$ cat src/rtl/cache_ctrl.sv
// cache_ctrl: MIU-facing byte cache responder.
// Direct-mapped, write-through, write-allocate cache with one byte per line.
// Loads that hit are answered from the cache. Misses and all stores go to
// backing memory over a request/acknowledge port.
// Optional feature macro: CACHE_STATS_EN enables the saturating hit/miss
// counters. When it is undefined, hit_count and miss_count are tied to zero.
// The address width is a parameter that tracks the system-wide address width.
module cache_ctrl #(
  parameter int LINES  = 16,
  parameter int ADDR_W = 8,
  localparam int IDX_W = $clog2(LINES)
) (
  input  logic              clk,
  input  logic              resetN,
  // MIU request/response
  input  logic              cache_req_valid,
  output logic              cache_req_ready,
  input  logic              cache_req_we,
  input  logic [ADDR_W-1:0] cache_req_addr,
  input  logic [7:0]        cache_req_write,
  output logic              cache_resp_valid,
  output logic [7:0]        cache_resp_data,
  // backing memory
  output logic              bm_req,
  output logic              bm_we,
  output logic [ADDR_W-1:0] bm_addr,
  output logic [7:0]        bm_wdata,
  input  logic              bm_ack,
  input  logic [7:0]        bm_rdata,
  // statistics
  output logic [15:0]       hit_count,
  output logic [15:0]       miss_count
);

  localparam int TAG_W = ADDR_W - IDX_W;

  typedef enum logic [1:0] {S_IDLE, S_LOOKUP, S_MEM} state_t;

  state_t              state_q, state_d;
  logic                we_q, we_d;
  logic [ADDR_W-1:0]   addr_q, addr_d;
  logic [7:0]          wdata_q, wdata_d;
  logic                resp_valid_q, resp_valid_d;
  logic [7:0]          resp_data_q, resp_data_d;
  logic                bm_req_q, bm_req_d;
  logic                bm_we_q, bm_we_d;
  logic [ADDR_W-1:0]   bm_addr_q, bm_addr_d;
  logic [7:0]          bm_wdata_q, bm_wdata_d;

  // Line storage: valid bits need reset, tag/data live in plain arrays.
  logic                valid_q [LINES];
  logic                valid_d [LINES];
  logic [TAG_W-1:0]    tag_mem [LINES];
  logic [7:0]          data_mem [LINES];
  logic [TAG_W-1:0]    rd_tag_q;
  logic [7:0]          rd_data_q;

  logic                accept;
  logic                line_we;
  logic [7:0]          line_wdata;
  logic [IDX_W-1:0]    lat_idx;
  logic [TAG_W-1:0]    lat_tag;
  logic                hit;

  assign accept  = cache_req_ready && cache_req_valid;
  assign lat_idx = addr_q[IDX_W-1:0];
  assign lat_tag = addr_q[ADDR_W-1:IDX_W];
  // The tag/data read was registered at the accept edge, so it is ready in LOOKUP.
  assign hit     = valid_q[lat_idx] && (rd_tag_q == lat_tag);

  // State register and all registered outputs, async active-low reset.
  always_ff @(posedge clk or negedge resetN) begin
    if (!resetN) begin
      state_q      <= S_IDLE;
      we_q         <= 1'b0;
      addr_q       <= '0;
      wdata_q      <= '0;
      resp_valid_q <= 1'b0;
      resp_data_q  <= '0;
      bm_req_q     <= 1'b0;
      bm_we_q      <= 1'b0;
      bm_addr_q    <= '0;
      bm_wdata_q   <= '0;
    end else begin
      state_q      <= state_d;
      we_q         <= we_d;
      addr_q       <= addr_d;
      wdata_q      <= wdata_d;
      resp_valid_q <= resp_valid_d;
      resp_data_q  <= resp_data_d;
      bm_req_q     <= bm_req_d;
      bm_we_q      <= bm_we_d;
      bm_addr_q    <= bm_addr_d;
      bm_wdata_q   <= bm_wdata_d;
    end
  end

  // Next-state logic: a read hit returns straight to IDLE, everything else waits on memory.
  always_comb begin
    state_d = state_q;
    case (state_q)
      S_IDLE:   if (cache_req_valid) state_d = S_LOOKUP;
      S_LOOKUP: state_d = (!we_q && hit) ? S_IDLE : S_MEM;
      S_MEM:    if (bm_ack) state_d = S_IDLE;
      default:  state_d = S_IDLE;
    endcase
  end

  // Output/datapath logic: request latch, memory port, response and line updates.
  always_comb begin
    cache_req_ready = (state_q == S_IDLE);
    we_d            = we_q;
    addr_d          = addr_q;
    wdata_d         = wdata_q;
    resp_valid_d    = 1'b0;
    resp_data_d     = resp_data_q;
    bm_req_d        = bm_req_q;
    bm_we_d         = bm_we_q;
    bm_addr_d       = bm_addr_q;
    bm_wdata_d      = bm_wdata_q;
    line_we         = 1'b0;
    line_wdata      = wdata_q;
    case (state_q)
      S_IDLE: begin
        if (cache_req_valid) begin
          we_d    = cache_req_we;
          addr_d  = cache_req_addr;
          wdata_d = cache_req_write;
        end
      end
      S_LOOKUP: begin
        if (we_q) begin
          // Write-allocate: the line takes the new byte whether or not it hit.
          line_we    = 1'b1;
          line_wdata = wdata_q;
          bm_req_d   = 1'b1;
          bm_we_d    = 1'b1;
          bm_addr_d  = addr_q;
          bm_wdata_d = wdata_q;
        end else if (hit) begin
          resp_data_d  = rd_data_q;
          resp_valid_d = 1'b1;
        end else begin
          bm_req_d  = 1'b1;
          bm_we_d   = 1'b0;
          bm_addr_d = addr_q;
        end
      end
      S_MEM: begin
        if (bm_ack) begin
          bm_req_d     = 1'b0;
          resp_valid_d = 1'b1;
          if (we_q) begin
            resp_data_d = wdata_q;
          end else begin
            line_we     = 1'b1;
            line_wdata  = bm_rdata;
            resp_data_d = bm_rdata;
          end
        end
      end
      default: ;
    endcase
  end

  // Per-line valid bits; any line write marks the indexed line valid.
  generate
    for (genvar gi = 0; gi < LINES; gi++) begin : g_valid
      assign valid_d[gi] = valid_q[gi] | (line_we && (lat_idx == IDX_W'(gi)));
      // Valid bit register, cleared by reset.
      always_ff @(posedge clk or negedge resetN) begin
        if (!resetN) valid_q[gi] <= 1'b0;
        else         valid_q[gi] <= valid_d[gi];
      end
    end
  endgenerate

  // Tag/data array: write on fill or store, registered read at accept.
  always_ff @(posedge clk) begin
    if (line_we) begin
      tag_mem[lat_idx]  <= lat_tag;
      data_mem[lat_idx] <= line_wdata;
    end
    if (accept) begin
      rd_tag_q  <= tag_mem[cache_req_addr[IDX_W-1:0]];
      rd_data_q <= data_mem[cache_req_addr[IDX_W-1:0]];
    end
  end

`ifdef CACHE_STATS_EN
  logic [15:0] hit_count_q, hit_count_d;
  logic [15:0] miss_count_q, miss_count_d;

  // Saturating hit/miss counters, updated once per lookup.
  always_comb begin
    hit_count_d  = hit_count_q;
    miss_count_d = miss_count_q;
    if (state_q == S_LOOKUP) begin
      if (hit) begin
        if (hit_count_q != 16'hFFFF) hit_count_d = hit_count_q + 16'd1;
      end else begin
        if (miss_count_q != 16'hFFFF) miss_count_d = miss_count_q + 16'd1;
      end
    end
  end

  // Counter registers.
  always_ff @(posedge clk or negedge resetN) begin
    if (!resetN) begin
      hit_count_q  <= '0;
      miss_count_q <= '0;
    end else begin
      hit_count_q  <= hit_count_d;
      miss_count_q <= miss_count_d;
    end
  end

  assign hit_count  = hit_count_q;
  assign miss_count = miss_count_q;
`else
  assign hit_count  = 16'd0;
  assign miss_count = 16'd0;
`endif

  assign cache_resp_valid = resp_valid_q;
  assign cache_resp_data  = resp_data_q;
  assign bm_req           = bm_req_q;
  assign bm_we            = bm_we_q;
  assign bm_addr          = bm_addr_q;
  assign bm_wdata         = bm_wdata_q;

endmodule
$ cat config.mk
export PLATFORM = sky130hd
export DESIGN_NAME = cache_ctrl
export DESIGN_NICKNAME = d
export VERILOG_FILES = /design/src/rtl/cache_ctrl.sv
export SDC_FILE = /design/constraint.sdc
export NUM_CORES = 1
export LEC_CHECK = 0
export ABC_AREA = 0
export CORE_MARGIN = 1.5
export CORE_UTILIZATION = 47
export CTS_CLUSTER_DIAMETER = 120
export DETAILED_ROUTE_END_ITERATION = 16
export GPL_ROUTABILITY_DRIVEN = 1
export PLACE_DENSITY = 0.63
export SLEW_MARGIN = 20
export SYNTH_ARGS = -nofsm -noshare
export SYNTH_HDL_FRONTEND = slang
export SYNTH_SLANG_ARGS = --single-unit
$ cat constraint.sdc
create_clock -name clk -period 4.2 [get_ports clk]
set_clock_uncertainty 0.15 [all_clocks]
set_input_delay 0.42 -clock clk [delete_from_list [all_inputs] [get_ports clk]]
set_output_delay 0.42 -clock clk [all_outputs]
set_load 0.01 [all_outputs]
==> flow_metrics.tcl, run 1 <==
set metrics [dict create \
    dpl_worst_slack_ns 0.928 \
    wirelength_mm 22.7 \
    hp-class "in2reg" \
    synth_top_family_by_area "multiplexers" \
    fp.dieArea_um2 23800 \
    finalHoldViolCount 0 \
    leakage_nw 4.50 \
    fin_cells 944 \
    path_class "reg2reg" \
    synth_simple_gate_area_share_pct 3.53 \
    cp.required_ns 4.27 \
    yosys.area.top_type "edfxtp_1" \
    reg2reg_depth 7 \
    p_sw_share_pct 28.7 \
    grt_pass1_wl_mm 34.4 \
    syn_inst 555 \
    ir_drop_mv 0.367 \
    final_cell_mix "edfxtp_1 (204), dfrtp_1 (62), mux4_2 (60)" \
    cts.clk_slew.worst_paths_ns 0.06 \
    fin_crit_ns 3.27 \
    arrival_ns 3.34 \
    synth_seq_area_share_pct 71.2 \
    drtPass1Iterations 5 \
    synth_edf_count 204 \
    cts_tree "done" \
    layout_commonest_cell "edfxtp_1" \
    first_global_vias 5377 \
    ctsLongestPathBuffers 3 \
    postCtsSetupBuffers 0 \
    critPathMaxFanout 22 \
    drive_above_1_share_pct 30.2 \
    setup_violations 0 \
    io-pin-count 89 \
    die_h_um 154 \
    clock-sinks 266 \
    clock-root-buffer "clkbuf_16" \
    yosysWarnings 0 \
    netlist.area_leader.share_pct 56.8 \
    setup_tns_ns 0 \
    drc_errors 0 \
    maxSlewViolCount 0 \
    cts-buffers-inserted 27 \
    ant_nets 0 \
    whs_path_depth 2 \
    syn-mean-instance-area_um2 19.4 \
    synth_area_um2 10800 \
    relSlewSlack_pct 39.1 \
    powerDensity_nw_per_um2 648 \
    status "completed" \
    htreeDepth 1 \
    dp.cells 893 \
    synth_compound_area_share_pct 2.38 \
    tightest_slew_ns 0.911 \
    via_per_inst 5.57 \
    ys.flop_type "edfxtp_1" \
    grt_antenna_before_repair 0 \
    coreArea_um2 22600 \
    pwr-share-comb_pct 23.9 \
    muxShareOfSynthArea_pct 18.7 \
    synth-xor-area-share_pct 0.325 \
    die_w_um 154 \
    clock_latency_ns 0.53 \
    overflow 0 \
    grt_util_all_layers_pct 19.6 \
    design_area_um2 12500 \
    grt_max_degree 45 \
    wl_per_cell_um 24.0 \
    dr_total_vias 5262 \
    dpl_cell_area_um2 11600 \
    power.share.clock_pct 29.0 \
    routabilityCongestion 0.858 \
    rsz0062_at_grt "no" \
    internal-power_w 0.00580 \
    power_frac_seq_pct 47.1 \
    fmax_ghz 0.306 \
    drt_first_iter_violations 391 \
    period_share_pct 77.9 \
    synth_fa_ha_area_share_pct 0.348 \
    port_buffers 56 \
    drv_cap 0 \
    end_kind "flop" \
    synthArstFlopShare_pct 23.3 \
    netlist_top_cells_area "edfxtp_1 (57%), dfrtp_1 (14%), mux4_2 (13%)" \
    critPathLaunchType "flop" \
    syn_to_final_growth_pct 16.3 \
    core.rowCount 55 \
    n_antenna_cell 0 \
    fin_ws_ns 0.927 \
    initial_utilization_pct 47.7 \
    layout.nets 670 \
    dp_hpwl_mm 15.4 \
    yosysUniqueCellTypes 41 \
    p_sw_w 0.00233 \
    ys_seq_elements 266 \
]
[cell type report]
| class | count | area (µm²) |
|---|---|---|
| multi-input cells | 259 | 2860 |
| flip-flops and latches | 266 | 7680 |
| repair buffers | 80 | 743 |
| clock inverters | 15 | 158 |
| well taps | 285 | 357 |
| inverters | 4 | 15.0 |
| fillers | 1721 | 10000 |
| clock buffers | 35 | 726 |
[power groups by stage]
stage	logic [W]	registers, W	clock network (W)
floorplan	0.00116	0.00383	0
global placement	0.00190	0.00386	0
detailed placement	0.00196	0.00388	0
CTS	0.00197	0.00383	0.00241
global route	0.00211	0.00388	0.00250
finish	0.00194	0.00383	0.00236
[sequential cells by signal (all words and copies together) (netlist names)]
name,cells
bm_we,1
tag_mem,64
wdata_q,8
data_mem,128
cache_resp_data,8
valid_q,16
bm_addr,8
bm_req,1
rd_data_q,8
cache_resp_valid,1
addr_q,8
rd_tag_q,4
bm_wdata,8
state_q,2
we_q,1
[metal layers]
metal / up-vias / routed length (µm) / GRT usage [%]
met3: 47 / 1360 / 3.47
met4: 0 / 924 / 7.55
li1: 2312 / - / -
met2: 210 / 10400 / 30.0
met5: - / 0 / 0
met1: 2693 / 10000 / 28.4
[final timing paths]
| path | from | endpoint | slack (ns) |
|---|---|---|---|
| worst max register to register | state_q[0] | data_mem[2][1] | 0.93 |
| worst min register to register | valid_q[11] | valid_q[11] | 0.32 |
| min in group asynchronous | resetN | wdata_q[2] | 0.34 |
| worst max-delay path | state_q[0] | data_mem[2][1] | 0.93 |
| max in group asynchronous | resetN | valid_q[2] | 2.69 |
| worst min-delay path | cache_req_addr[1] | addr_q[1] | 0.09 |
[synth_stat cells, types with 3 or more instances]
library cell,number
or2_2,17
buf_4,34
buf_2,7
nor2_1,22
a21oi_1,10
buf_1,4
inv_1,4
a221o_1,8
nor3_1,5
nand2_1,6
and3_1,8
o21ai_0,4
xor2_1,4
mux2_2,43
mux4_2,60
clkbuf_1,11
dfrtp_1,62
mux4_1,3
ha_1,3
edfxtp_1,204
mux2i_1,10
[critical path, cell delays in order (launching register included)]
cell	delay, ns
dfrtp_1	0.38
inv_1	0.09
ha_1	0.59
and3b_1	0.57
o21ai_0	0.21
or3b_2	0.58
nor3_2	0.14
buf_4	0.24
[timing repair]
| item | 4_1_cts | 5_1_grt |
|---|---|---|
| gates resized for setup | 0 | 0 |
| hold buffers | 1 | 0 |
| endpoints found under the hold margin | 33 | 0 |
[per-stage QoR]
step                      utilization [%]  hold slack (ns)  power [W]
final                                55.6           0.0915    0.00813
after floorplan                         -          -0.0256    0.00499
after detailed placement             51.6            0.301    0.00585
after global placement               51.6            0.299    0.00576
after CTS                            55.6           0.0788    0.00820
after global routing                 55.6            0.105    0.00849
[logic make-up (layout without fill, tap and decap cells)]
group	count (synthesis)	in the layout
flip-flops	266	266
multiplexers	116	116
AND/OR/NAND/NOR	72	72
buffers and inverters	61	134
AO/OA/AOI/OAI	32	32
XOR/XNOR	4	4
adder cells (fa/ha/maj)	3	3
other	1	32
(Power assumes the default switching activity.)
==> run 2: changes to the inputs <==
--- a/config.mk
+++ b/config.mk
@@ -11,7 +11,7 @@
 export CTS_CLUSTER_DIAMETER = 120
 export DETAILED_ROUTE_END_ITERATION = 16
 export GPL_ROUTABILITY_DRIVEN = 1
-export PLACE_DENSITY = 0.63
+export PLACE_DENSITY = 0.65
 export SLEW_MARGIN = 20
 export SYNTH_ARGS = -nofsm -noshare
 export SYNTH_HDL_FRONTEND = slang
==> constraint.sdc (replaced) <==
create_clock -name clk -period 2.9 [get_ports clk]
set_clock_uncertainty 0.15 [all_clocks]
set_input_delay 0.29 -clock clk [delete_from_list [all_inputs] [get_ports clk]]
set_output_delay 0.29 -clock clk [all_outputs]
set_load 0.01 [all_outputs]
==> flow_metrics.tcl, run 2 (synthesis gave the netlist of run 1 again) <==
set metrics [dict create \
    status "completed" \
    postCtsSetupBuffers 0 \
    cp.required_ns 2.98 \
    grt_pass1_wl_mm 33.1 \
    rsz0062_at_grt "no" \
    post_cts_resized 0 \
    drtPass1Iterations 4 \
    wl_per_cell_um 22.3 \
    cp_slowest_stage_delay_ns 0.59 \
    critPathLaunchType "flop" \
    grt_util_all_layers_pct 18.6 \
    whs_ns 0.202 \
    power_w 0.0121 \
    finalHoldViolCount 0 \
    grt_max_degree 38 \
    path_cells "inv_1 -> ha_1 -> and3b_1 -> o21ai_0 -> or3b_2 -> nor2_1 -> buf_12" \
    coreArea_um2 22600 \
    io-pin-count 89 \
    n_antenna_cell 0 \
    drv_cap 0 \
    power_frac_seq_pct 45.3 \
    cts_tree "done" \
    initial_utilization_pct 47.7 \
    drc_errors 0 \
    first_global_vias 5526 \
    critical_path.top_delay_family "simple AND/OR/NAND/NOR gates" \
    clock_latency_ns 0.53 \
    period_share_pct 88.6 \
    p_sw_share_pct 27.3 \
    maxSlewViolCount 0 \
    drive_above_1_share_pct 32.1 \
    cts-buffers-inserted 27 \
    clock-sinks 266 \
    fin_crit_ns 2.57 \
    pwr-share-comb_pct 23.9 \
    internal-power_w 0.00877 \
    dp_hpwl_mm 14.7 \
    die_w_um 154 \
    grt_antenna_before_repair 0 \
    die_h_um 154 \
    top_regs "data_mem x128, tag_mem x64, valid_q x16" \
    port_buffers 56 \
    critPathMaxFanout 12 \
    final.fill_count 1660 \
    largest_reg_flops 128 \
    syn_to_final_growth_pct 18.6 \
    end_kind "flop" \
    hp-class "in2async" \
    crit_buf_inv 2 \
    via_per_inst 5.54 \
    setup_violations 0 \
    arrival_ns 2.65 \
    p_sw_w 0.00330 \
    cts_hold_buf 1 \
    overflow 0 \
    powerDensity_nw_per_um2 944 \
    layout_commonest_cell "edfxtp_1" \
    regMostFlops "data_mem" \
    cts.clk_slew.worst_paths_ns 0.06 \
    tightest_slew_ns 0.741 \
    drt_first_iter_violations 443 \
    setup_tns_ns 0 \
    routabilityCongestion 0.819 \
    ir_drop_mv 0.658 \
    layout.nets 685 \
    wirelength_mm 21.4 \
    core.rowCount 55 \
    dr_total_vias 5311 \
    power.share.clock_pct 30.8 \
    ctsLongestPathBuffers 3 \
    relSlewSlack_pct 50.6 \
    crit_slowest_cell "or3b_2" \
    final_cell_mix "edfxtp_1 (204), dfrtp_1 (62), mux4_2 (60)" \
    fmax_ghz 0.389 \
    path_class "reg2reg" \
    clock-root-buffer "clkbuf_16" \
    leakage_nw 4.62 \
    htreeDepth 1 \
    fp.dieArea_um2 23800 \
    ant_nets 0 \
]
-- run 2: cell types whose count changed in the layout (fill, tap and decap cells not counted), sizes merged --
cell      change
clkinv        -1
clkbuf        -5
bufinv        +4
clkinvlp      +1
buf          +15
-- run 2: area by class of cell --
| class | instances | area, µm² | share of cell area [%] |
|---|---|---|---|
| clock inverter | 19 | 282 | 2.20 |
| sequential | 266 | 7680 | 60.0 |
| tap | 285 | 357 | 2.79 |
| inverter | 4 | 15.0 | 0.117 |
| clock buffer | 30 | 687 | 5.37 |
| multi-input combinational | 259 | 2860 | 22.4 |
| timing repair buffer | 95 | 906 | 7.08 |
-- run 2: final timing paths --
check / from / end / slack (ns) / depth (start not counted)
setup reg to reg: state_q[0] / tag_mem[10][2] / 0.33 / 7
hold reg to reg: valid_q[11] / valid_q[11] / 0.31 / 1
hold / removal: resetN / addr_q[3] / 0.20 / 2
min in group clk: cache_req_addr[1] / addr_q[1] / 0.20 / 2
setup / recovery: state_q[0] / tag_mem[10][2] / 0.33 / 7
max in group asynchronous: resetN / bm_wdata[6] / 1.50 / 3
-- run 2: worst reg2reg max path, stage by stage, from the launching register on --
cell and delay, ns:
dfrtp_1 0.38, inv_1 0.11, ha_1 0.17, and3b_1 0.20
o21ai_0 0.24, or3b_2 0.59, nor2_1 0.25, buf_12 0.18
-- run 2: metrics by stage --
stage,instance area [µm²],std cells,util [%],worst slack [ns]
after detailed placement,11800,908,52.3,0.236
after CTS,12800,958,56.7,0.365
after global placement,11800,908,52.3,0.252
final,12800,958,56.7,0.331
after global routing,12800,958,56.7,0.235
after floorplan,10900,586,-,0.174
-- run 2: layer usage --
metal	track usage [%]	vias up	part of all wire, %
li1	-	2356	-
met1	25.9	2725	43
met2	30.7	206	49
met3	3.17	24	6.4
met4	5.08	0	1.7
met5	0	-	0
-- run 2: power by group through the flow --
| stage | logic, W | clock network (W) | registers (W) |
|---|---|---|---|
| 6_report | 0.00289 | 0.00371 | 0.00547 |
| 5_1_grt | 0.00313 | 0.00396 | 0.00553 |
| 4_1_cts | 0.00292 | 0.00380 | 0.00547 |
| 3_5_place_dp | 0.00291 | 0 | 0.00554 |
| 3_3_place_gp | 0.00281 | 0 | 0.00551 |
| 2_1_floorplan | 0.00168 | 0 | 0.00554 |
==> run 3: changes to the inputs <==
--- a/config.mk
+++ b/config.mk
@@ -9,6 +9,7 @@
 export CORE_MARGIN = 1.5
 export CORE_UTILIZATION = 47
 export CTS_CLUSTER_DIAMETER = 120
+export CTS_CLUSTER_SIZE = 28
 export DETAILED_ROUTE_END_ITERATION = 16
 export GPL_ROUTABILITY_DRIVEN = 1
 export PLACE_DENSITY = 0.65
==> flow_metrics.tcl, run 3 (synthesis gave the netlist of run 1 again) <==
set metrics [dict create \
    status "completed" \
    coreArea_um2 22600 \
    routabilityCongestion 0.819 \
    n_antenna_cell 0 \
    drt_first_iter_violations 463 \
    period_share_pct 88.9 \
    setup_violations 0 \
    r2r-start "state_q[0]" \
    fin_crit_ns 2.58 \
    wirelength_mm 21.0 \
    critPathMaxFanout 12 \
    wl_per_cell_um 22.6 \
    initial_utilization_pct 47.7 \
    cp.required_ns 2.95 \
    arrival_ns 2.63 \
    grt_util_all_layers_pct 18.1 \
    power.share.clock_pct 19.3 \
    core.rowCount 55 \
    design_area_um2 12200 \
    clock_latency_ns 0.49 \
    final_cell_mix "edfxtp_1 (204), dfrtp_1 (62), mux4_2 (60)" \
    whs_ns 0.222 \
    clock-root-buffer "clkbuf_16" \
    crit_start "state_q[0]" \
    grt_pass1_wl_mm 32.4 \
    hp-class "in2reg" \
    die_h_um 154 \
    htreeDepth 1 \
    dp_hpwl_mm 14.7 \
    dpl_cell_area_um2 11800 \
    tightest_slew_ns 0.730 \
    die_w_um 154 \
    ctsLongestPathBuffers 3 \
    p_sw_w 0.00306 \
    syn_to_final_growth_pct 13.2 \
    io-pin-count 89 \
    wl_met1_mm 9.31 \
    p_sw_share_pct 29.5 \
    end_kind "flop" \
    first_global_vias 5386 \
    fmax_ghz 0.388 \
    ant_nets 0 \
    clock-sinks 266 \
    leakage_nw 4.33 \
    dpl_worst_slack_ns 0.236 \
    wl_met3_mm 1.26 \
    drc_errors 0 \
    dr_total_vias 5226 \
    powerDensity_nw_per_um2 850 \
    layout_commonest_cell "edfxtp_1" \
    port_buffers 56 \
    rsz0062_at_grt "no" \
    drv_cap 0 \
    power_frac_seq_pct 52.7 \
    via_per_inst 5.61 \
    setup_tns_ns 0 \
    min_from "cache_req_addr[1]" \
    regMostFlops "data_mem" \
    finalHoldViolCount 0 \
    post-route-util_pct 54.0 \
    pwr-share-comb_pct 28.0 \
    met2_length_mm 10.1 \
    cts_tree "done" \
    top_layer_used "met4" \
    drive_above_1_share_pct 28.8 \
    ir_drop_mv 0.545 \
    path_class "reg2reg" \
    overflow 0 \
    grt_max_degree 38 \
    maxSlewViolCount 0 \
    grt_antenna_before_repair 0 \
    relSlewSlack_pct 51.4 \
    drtPass1Iterations 4 \
    cts.clk_slew.worst_paths_ns 0.11 \
    top_regs "data_mem x128, tag_mem x64, valid_q x16" \
    fp.dieArea_um2 23800 \
    cts-buffers-inserted 13 \
    internal-power_w 0.00730 \
    fin_ws_ns 0.322 \
    layout.nets 671 \
    critPathLaunchType "flop" \
    largest_reg_flops 128 \
]
-- run 3: repair_timing --
action | 4_1_cts | 5_1_grt
setup buffers | 0 | 0
hold buffers | 1 | 0
resized for setup | 0 | 0
endpoints found under the hold margin | 31 | 0
-- run 3: path summary, 6_finish.rpt --
check                      slack [ns]  depth (start not counted)             end
hold reg to reg                  0.32                          1     valid_q[11]
setup reg to reg                 0.32                          7  tag_mem[10][2]
setup / recovery                 0.32                          7  tag_mem[10][2]
max in group asynchronous        1.48                          3      bm_addr[6]
hold / removal                   0.22                          2       addr_q[1]
min in group asynchronous        0.23                          2       addr_q[1]
-- run 3: metrics by stage --
step,total power [W],std cells
after floorplan,0.00723,586
after global placement,0.00833,908
after detailed placement,0.00845,908
after CTS,0.0104,931
after global routing,0.0109,931
final,0.0104,931
-- run 3: power by group through the flow --
stage | Sequential, W | Combinational [W] | Clock [W]
6_report | 0.00546 | 0.00290 | 0.00200
5_1_grt | 0.00552 | 0.00313 | 0.00220
4_1_cts | 0.00545 | 0.00292 | 0.00207
3_5_place_dp | 0.00554 | 0.00291 | 0
3_3_place_gp | 0.00551 | 0.00281 | 0
2_1_floorplan | 0.00554 | 0.00168 | 0
-- run 3: cell type report --
type                            instances  area (µm²)
Fill cell                            1720       10400
Sequential cell                       266        7680
Multi-Input combinational cell        259        2860
Timing Repair Buffer                   95         906
Tap cell                              285         357
Clock buffer                           20         352
Clock inverter                          2        25.0
Inverter                                4        15.0
-- run 3: critical path, cell delays in order (launching register included) --
cell     delay (ns)
dfrtp_1        0.40
inv_1          0.11
ha_1           0.17
and3b_1        0.20
o21ai_0        0.24
or3b_2         0.59
nor2_1         0.25
buf_12         0.18
-- run 3: metal layers --
metal	up-vias	GRT usage, %
met5	-	0
met4	0	4.49
met3	25	2.83
met2	180	29.7
met1	2723	25.9
li1	2298	-
